### src/rtl/acc_alu_unit.sv
// Accumulator/ALU stage fed by the operand mux. Single-cycle ops commit on the next edge.
// MUL is an iterative shift-add taking WIDTH extra cycles, with a busy/done handshake.
module acc_alu_unit #(
    parameter int WIDTH  = 8,
    parameter bit MUL_EN = 1'b1
) (
    input  logic             clk,
    input  logic             reset,
    input  logic [WIDTH-1:0] operand,
    input  logic [2:0]       opcode,
    input  logic             start,
    output logic [WIDTH-1:0] acc,
    output logic             carry,
    output logic             zero,
    output logic             busy,
    output logic             done
);

    localparam logic [2:0] OP_LOAD = 3'b000;
    localparam logic [2:0] OP_ADD  = 3'b001;
    localparam logic [2:0] OP_SUB  = 3'b010;
    localparam logic [2:0] OP_AND  = 3'b011;
    localparam logic [2:0] OP_OR   = 3'b100;
    localparam logic [2:0] OP_XOR  = 3'b101;
    localparam logic [2:0] OP_SHL  = 3'b110;
    localparam logic [2:0] OP_MUL  = 3'b111;

    localparam int             CW   = $clog2(WIDTH + 1);
    localparam logic [CW-1:0]  LAST = CW'(WIDTH - 1);

    typedef enum logic {IDLE, MUL} state_t;

    state_t             state;
    logic [2*WIDTH-1:0] multiplicand;
    logic [2*WIDTH-1:0] product;
    logic [2*WIDTH-1:0] product_next;
    logic [WIDTH-1:0]   multiplier;
    logic [CW-1:0]      count;

    logic [WIDTH:0]     sum;
    logic [WIDTH:0]     diff;
    logic [WIDTH-1:0]   alu_acc;
    logic               alu_carry;

    // The top bit of the widened difference is the unsigned borrow.
    always_comb begin
        sum          = {1'b0, acc} + {1'b0, operand};
        diff         = {1'b0, acc} - {1'b0, operand};
        product_next = product + (multiplier[0] ? multiplicand : '0);
        alu_acc      = acc;
        alu_carry    = carry;
        case (opcode)
            OP_LOAD: begin
                alu_acc   = operand;
                alu_carry = 1'b0;
            end
            OP_ADD:  {alu_carry, alu_acc} = sum;
            OP_SUB:  {alu_carry, alu_acc} = diff;
            OP_AND:  alu_acc = acc & operand;
            OP_OR:   alu_acc = acc | operand;
            OP_XOR:  alu_acc = acc ^ operand;
            OP_SHL: begin
                alu_carry = acc[WIDTH-1];
                alu_acc   = {acc[WIDTH-2:0], 1'b0};
            end
            default: begin
                alu_acc   = acc;
                alu_carry = carry;
            end
        endcase
    end

    always_ff @(posedge clk) begin
        if (reset) begin
            state        <= IDLE;
            acc          <= '0;
            carry        <= 1'b0;
            zero         <= 1'b1;
            busy         <= 1'b0;
            done         <= 1'b0;
            multiplicand <= '0;
            multiplier   <= '0;
            product      <= '0;
            count        <= '0;
        end else begin
            done <= 1'b0;
            case (state)
                IDLE: begin
                    if (start) begin
                        if (opcode == OP_MUL && MUL_EN) begin
                            multiplicand <= {{WIDTH{1'b0}}, acc};
                            multiplier   <= operand;
                            product      <= '0;
                            count        <= '0;
                            busy         <= 1'b1;
                            state        <= MUL;
                        end else begin
                            acc   <= alu_acc;
                            carry <= alu_carry;
                            zero  <= (alu_acc == '0);
                            done  <= 1'b1;
                        end
                    end
                end
                MUL: begin
                    // The last step commits product_next so the final add is not lost.
                    product      <= product_next;
                    multiplicand <= multiplicand << 1;
                    multiplier   <= multiplier >> 1;
                    count        <= count + CW'(1);
                    if (count == LAST) begin
                        acc   <= product_next[WIDTH-1:0];
                        carry <= |product_next[2*WIDTH-1:WIDTH];
                        zero  <= (product_next[WIDTH-1:0] == '0);
                        busy  <= 1'b0;
                        done  <= 1'b1;
                        state <= IDLE;
                    end
                end
                default: state <= IDLE;
            endcase
        end
    end

endmodule

### config.mk
export PLATFORM = sky130hd
export DESIGN_NAME = acc_alu_unit
export DESIGN_NICKNAME = d
export VERILOG_FILES = /design/src/rtl/acc_alu_unit.sv
export SDC_FILE = /design/constraint.sdc
export NUM_CORES = 1
export LEC_CHECK = 0
export BUFFER_PORTS_ARGS = -buffer_cell sky130_fd_sc_hd__buf_2
export CAP_MARGIN = 30
export CORE_UTILIZATION = 45
export DETAILED_ROUTE_END_ITERATION = 6
export HOLD_SLACK_MARGIN = 0.1
export PLACE_DENSITY = 0.6
export SLEW_MARGIN = 10
export SYNTH_ARGS = -nofsm -noshare
export SYNTH_HDL_FRONTEND = slang
export SYNTH_SLANG_ARGS = --single-unit
### constraint.sdc
create_clock -name clk -period 6.4 [get_ports clk]
set_input_delay 0.32 -clock clk [delete_from_list [all_inputs] [get_ports clk]]
set_output_delay 0.32 -clock clk [all_outputs]
set_load 0.05 [all_outputs]
After elaboration in Yosys (flattened, before gate mapping):

Index checks and enable logic that the tools add are counted.

* register bits after elaboration: 57
* bits in latches: 0
* bits in writable memories: 0
* ROM bits: 0
* input bits: 14
* word-level logic and storage cells: 78
* memories: 0

* add/subtract/negate cells: 4
* multiply operators: 0
* div/mod/pow operators: 0
* $lt $le $gt $ge: 0
* equality and inequality tests: 13
* shift-type cells: 0
* mux-type cells: 39
* bitwise operators: 4
* reductions and logical operators: 8

Operators by type and width (count)
* 16-bit two-way mux: 5
* 16-bit case mux with 2 select lines: 2
* 8-bit case mux with 7 select lines: 1
* 8-bit two-way mux: 5
* 8-bit case mux with 2 select lines: 2
* 16-bit adder: 1
* 8-bit logical NOT: 2
* 1-bit two-way mux: 15
* 3-bit == test, second input constant: 4
* 1-bit case mux with 2 select lines: 5
* 8-bit by 8-bit adder with 9-bit output: 1
* 8-bit by 8-bit subtractor with 9-bit output: 1
* 8-bit bitwise AND: 1
* 4-bit two-way mux: 2
* 8-bit OR: 1
* 4-bit case mux with 2 select lines: 1
* 8-bit OR reduction: 1
* 8-bit XOR: 1
* 3-bit by 2-bit == test with 1-bit output, second input constant: 2
* 2-bit inequality test, second input constant: 3
* 3-bit AND reduction: 2
* 5-bit by 1-bit inequality test with 1-bit output, second input constant: 1
* 4-bit by 1-bit adder with 4-bit output, second input constant: 1
* 4-bit by 3-bit == test with 1-bit output, second input constant: 1
* other kinds (7): 7

Longest topological paths before layout:

* depth in word-level cells: 6
* mapped depth: 11
* depth with buffers taken out: 10

Least setup slack after synthesis:

Ideal clock, no wire load.

* kind: reg2reg
* start: register acc[1]
* end: register acc[7]
* setup time: 0.091 ns
* arrival time: 2.798 ns
* data required time: 6.309 ns
* path slack: 3.511 ns
* cell stages (with the launch flop): 10
* path buffers: 0
* period minus slack after synthesis: 2.889 ns
* cell sequence: dfxtp_1 -> inv_1 -> ha_1 -> a211oi_2 -> o21ai_1 -> a2111oi_4 -> o311a_1 -> a21oi_1 -> a311o_1 -> a311oi_1

* cells in the longest elaborated chain, start to end: 5
* elaborated cells between the ends (all ways): 6
* classes of those cells: add/sub: 2; mux: 4

Ends and longest elaborated chain
* start: declaration: line 12 `output logic [WIDTH-1:0] acc,`
* start signal: assignment: line 98 `acc <= alu_acc;`
* start signal: assignment: line 112 `acc <= product_next[WIDTH-1:0];`
* 8-bit by 8-bit subtractor with 9-bit output / 8-bit by 8-bit adder with 9-bit output (equally long branches): line 48, 47
* 8-bit case mux with 7 select lines (*): line 52 `case (opcode)`
* 8-bit two-way mux (*): line 90 `if (opcode == OP_MUL && MUL_EN) begin`
* 8-bit two-way mux (*): line 89 `if (start) begin`
* 8-bit case mux with 2 select lines (*): line 87 `case (state)`

Mark *: on every way between the ends. The rest lies on a longest branch, timed or not. The select of a mux whose other input is x is not followed.
A chain may end at the register's enable or synchronous reset.

Final worst setup path:

* start: register multiplier[0]
* end: register carry

* cells in the longest elaborated chain, start to end: 5

Ends and longest elaborated chain
* start: declaration: line 37 `logic [WIDTH-1:0] multiplier;`
* start signal: assignment: line 92 `multiplier <= operand;`
* start signal: assignment: line 109 `multiplier <= multiplier >> 1;`
* 16-bit two-way mux: line 49 `product_next = product + (multiplier[0] ? multiplicand : '0);`
* 16-bit adder: line 49
* 8-bit OR reduction: line 113 `carry <= |product_next[2*WIDTH-1:WIDTH];`
* 1-bit two-way mux: line 111 `if (count == LAST) begin`
* 1-bit case mux with 2 select lines: line 87
* end signal: assignment: line 99 `carry <= alu_carry;`
* end signal: assignment: line 113
* end: declaration: line 13 `output logic carry,`

Every way passes these cells. The select of a mux whose other input is x is not followed.

==> reports/results.txt <==
status: finished, final reports clean
Peak VDD IR: 0.000129 V
clock root buffer: clkbuf_8
Clock transition at path regs: 0.08 ns
TritonCTS sink count: 57
final instance count without filler cells: 747
CP endpoint kind: flop
Final Cell Area: 0.00492 sq mm
clock latency on the worst-skew pair: 0.35 ns
Pre-Repair DR Iteration Count: 5
Final nets: 667
Flop pwr share: 0.404
final setup vio count: 0
layout cell share with drive strength beyond 1: 0.0993
postcts setup bufs: 0
wire per inst: 16.3 microns
Core Footprint: 0.00977 sq mm
# port buffers: 25
Rows: 36
CTS tree: yes
Yosys cell types: 67
sequential area share after synthesis: 0.252
Setup CP Type: reg2reg
Remaining Overflow, GRT: 0
crit start category: flop
final WL: 12.2 mm
first-pass GRT wire length: 19.6 mm
leakage power: 2.08 nW
Net Switching: 0.000317 W
clk_skew: 0.0152 ns
Switching Fraction: 0.339
Cell Int Power: 0.000619 W
vias in the first global route: 3944
DRC Markers: 0
hold_buf cts: 0
RSZ-0062 raised after global routing: false
total die area: 0.0105 sq mm
EDFF count, synth: 0
Starting DRT DRC Count: 233
via count: 4409
Routed Antenna Nets: 0
largest net degree at the start of global routing: 55
Max Cap Viol: 0
Fin Setup TNS: 0 ns
Placement Cell Area: 0.00472 sq mm
die width: 102 microns
HP Class: in2reg
most frequent cells in the layout: a21oi_1, nor2_1, dfxtp_1
Netlist Area Pre-Place: 0.00453 sq mm
Worst slew margin: 0.458
Hold Violations, Final: 0
commonest non-fill, non-tap cell in the layout: a21oi_1
Synthesized Nets: 663
Async SR Flop Fraction: 0
CP required: 6.63 ns
Peak Freq: 324 MHz
PwrDens: 190 mW/mm^2
Worst EP arrival: 3.31 ns
GRT Total Usage: 0.242
GP Congestion: 0.861
Fillers: 974
Clock power frac: 0.376
initial antenna violation count: 0
Setup crit start: multiplier[0]
cts bufs inserted: 9
Setup WS post-layout: 3.32 ns
Vias/cell: 5.90
maximum clock path buffer count: 2
Die Span Y: 102 microns
Tmin final: 3.08 ns
Comb power frac: 0.220
hold path startpoint: reset
Slew Limit Fails: 0
Post-Synthesis Cells: 605
CTS resizes: 0
Yosys reg bits: 57
starting density of the core: 0.463
H-tree Lvls: 3
Detailed Place HPWL: 8.69 mm
final period utilization: 0.482
worst reg2reg path startpoint: multiplier[0]
Crit Path Max Fanout: 17
YS warnings: 0
I/O pins: 26
pre-CTS WS: 3.33 ns
Top FF cell, synth: dfxtp_1
Slew @ Worst Pin: 0.813 ns
Synth-to-Final Area Change: 8.71%
Syn Area/Cell: 7.48 sq um
Placed Cells incl. Taps: 731
diode count: 0
[per-layer routing]
layer  track usage  vias up  share of wire
li1              -     2185              -
met5             0        -              0
met1         0.340     2105           0.49
met4        0.0637        0          0.010
met3        0.0479       13          0.045
met2         0.379      106           0.45
[worst max-delay path, cell delays in order (launching register included)]
cell and delay, ns:
dfxtp_1 0.60, and2_1 0.19, ha_1 0.27, a21oi_1 0.24, o21ai_0 0.20, a2111oi_0 0.69, o31ai_1 0.22, xnor2_1 0.18
nor4b_1 0.25, a31oi_1 0.11
[final cells by class]
| class | instances | area [sq um] | share of cell area |
|---|---|---|---|
| Tap cell | 133 | 166 | 0.0338 |
| Inverter | 28 | 105 | 0.0214 |
| Clock inverter | 7 | 77.6 | 0.0158 |
| Multi-Input combinational cell | 482 | 3120 | 0.635 |
| Clock buffer | 9 | 124 | 0.0252 |
| Timing Repair Buffer | 31 | 183 | 0.0371 |
| Sequential cell | 57 | 1140 | 0.232 |
[logic make-up (layout without fill, tap and decap cells)]
kind of cell | count (synthesis) | after routing | share of synthesized area
simple gates | 221 | 221 | 0.237
compound gates | 193 | 193 | 0.268
buf+inv | 66 | 75 | 0.0580
flops | 57 | 57 | 0.252
fa+ha+maj | 44 | 44 | 0.127
xor+xnor | 15 | 15 | 0.0290
mux | 9 | 9 | 0.0285
[registers in the layout, indices dropped and copies added, names as in the netlist]
name,cells
acc,8
busy,1
carry,1
count,4
done,1
multiplicand,16
multiplier,8
product,16
state,1
zero,1
[per-stage QoR]
stage | util | total power [W] | hold slack, ns
2_1_floorplan | - | 0.000539 | 0.441
3_3_place_gp | 0.481 | 0.000586 | 0.454
3_5_place_dp | 0.483 | 0.000590 | 0.458
4_1_cts | 0.503 | 0.000944 | 0.305
5_1_grt | 0.503 | 0.000985 | 0.308
6_report | 0.503 | 0.000936 | 0.316
[cell usage after synthesis (8+ instances only)]
| library cell | number | area share |
|---|---|---|
| and3_1 | 15 | 0.021 |
| nor3_1 | 13 | 0.014 |
| o21ai_0 | 29 | 0.032 |
| o211ai_1 | 9 | 0.015 |
| a21o_1 | 8 | 0.013 |
| xnor2_1 | 9 | 0.017 |
| nand3_1 | 31 | 0.034 |
| dfxtp_1 | 57 | 0.25 |
| a21oi_1 | 87 | 0.096 |
| nor2_1 | 59 | 0.049 |
| inv_1 | 26 | 0.022 |
| nand2_1 | 54 | 0.045 |
| and2_1 | 16 | 0.022 |
| clkbuf_1 | 27 | 0.022 |
| ha_1 | 41 | 0.11 |
[power groups by stage]
stage | Clock (W) | Combinational, W | Sequential [W]
floorplan | 0 | 0.000136 | 0.000403
global placement | 0 | 0.000200 | 0.000386
detailed placement | 0 | 0.000203 | 0.000386
CTS | 0.000362 | 0.000204 | 0.000378
global route | 0.000378 | 0.000228 | 0.000380
finish | 0.000352 | 0.000206 | 0.000378
[path summary, 6_finish.rpt]
check                         end  slack (ns)  depth (start not counted)
setup / recovery            carry        3.32                          9
hold / removal    multiplicand[1]        0.32                          2
setup reg to reg            carry        3.32                          9
hold reg to reg        product[4]        0.46                          2
No activity file was read; power rests on OpenSTA's default activity.
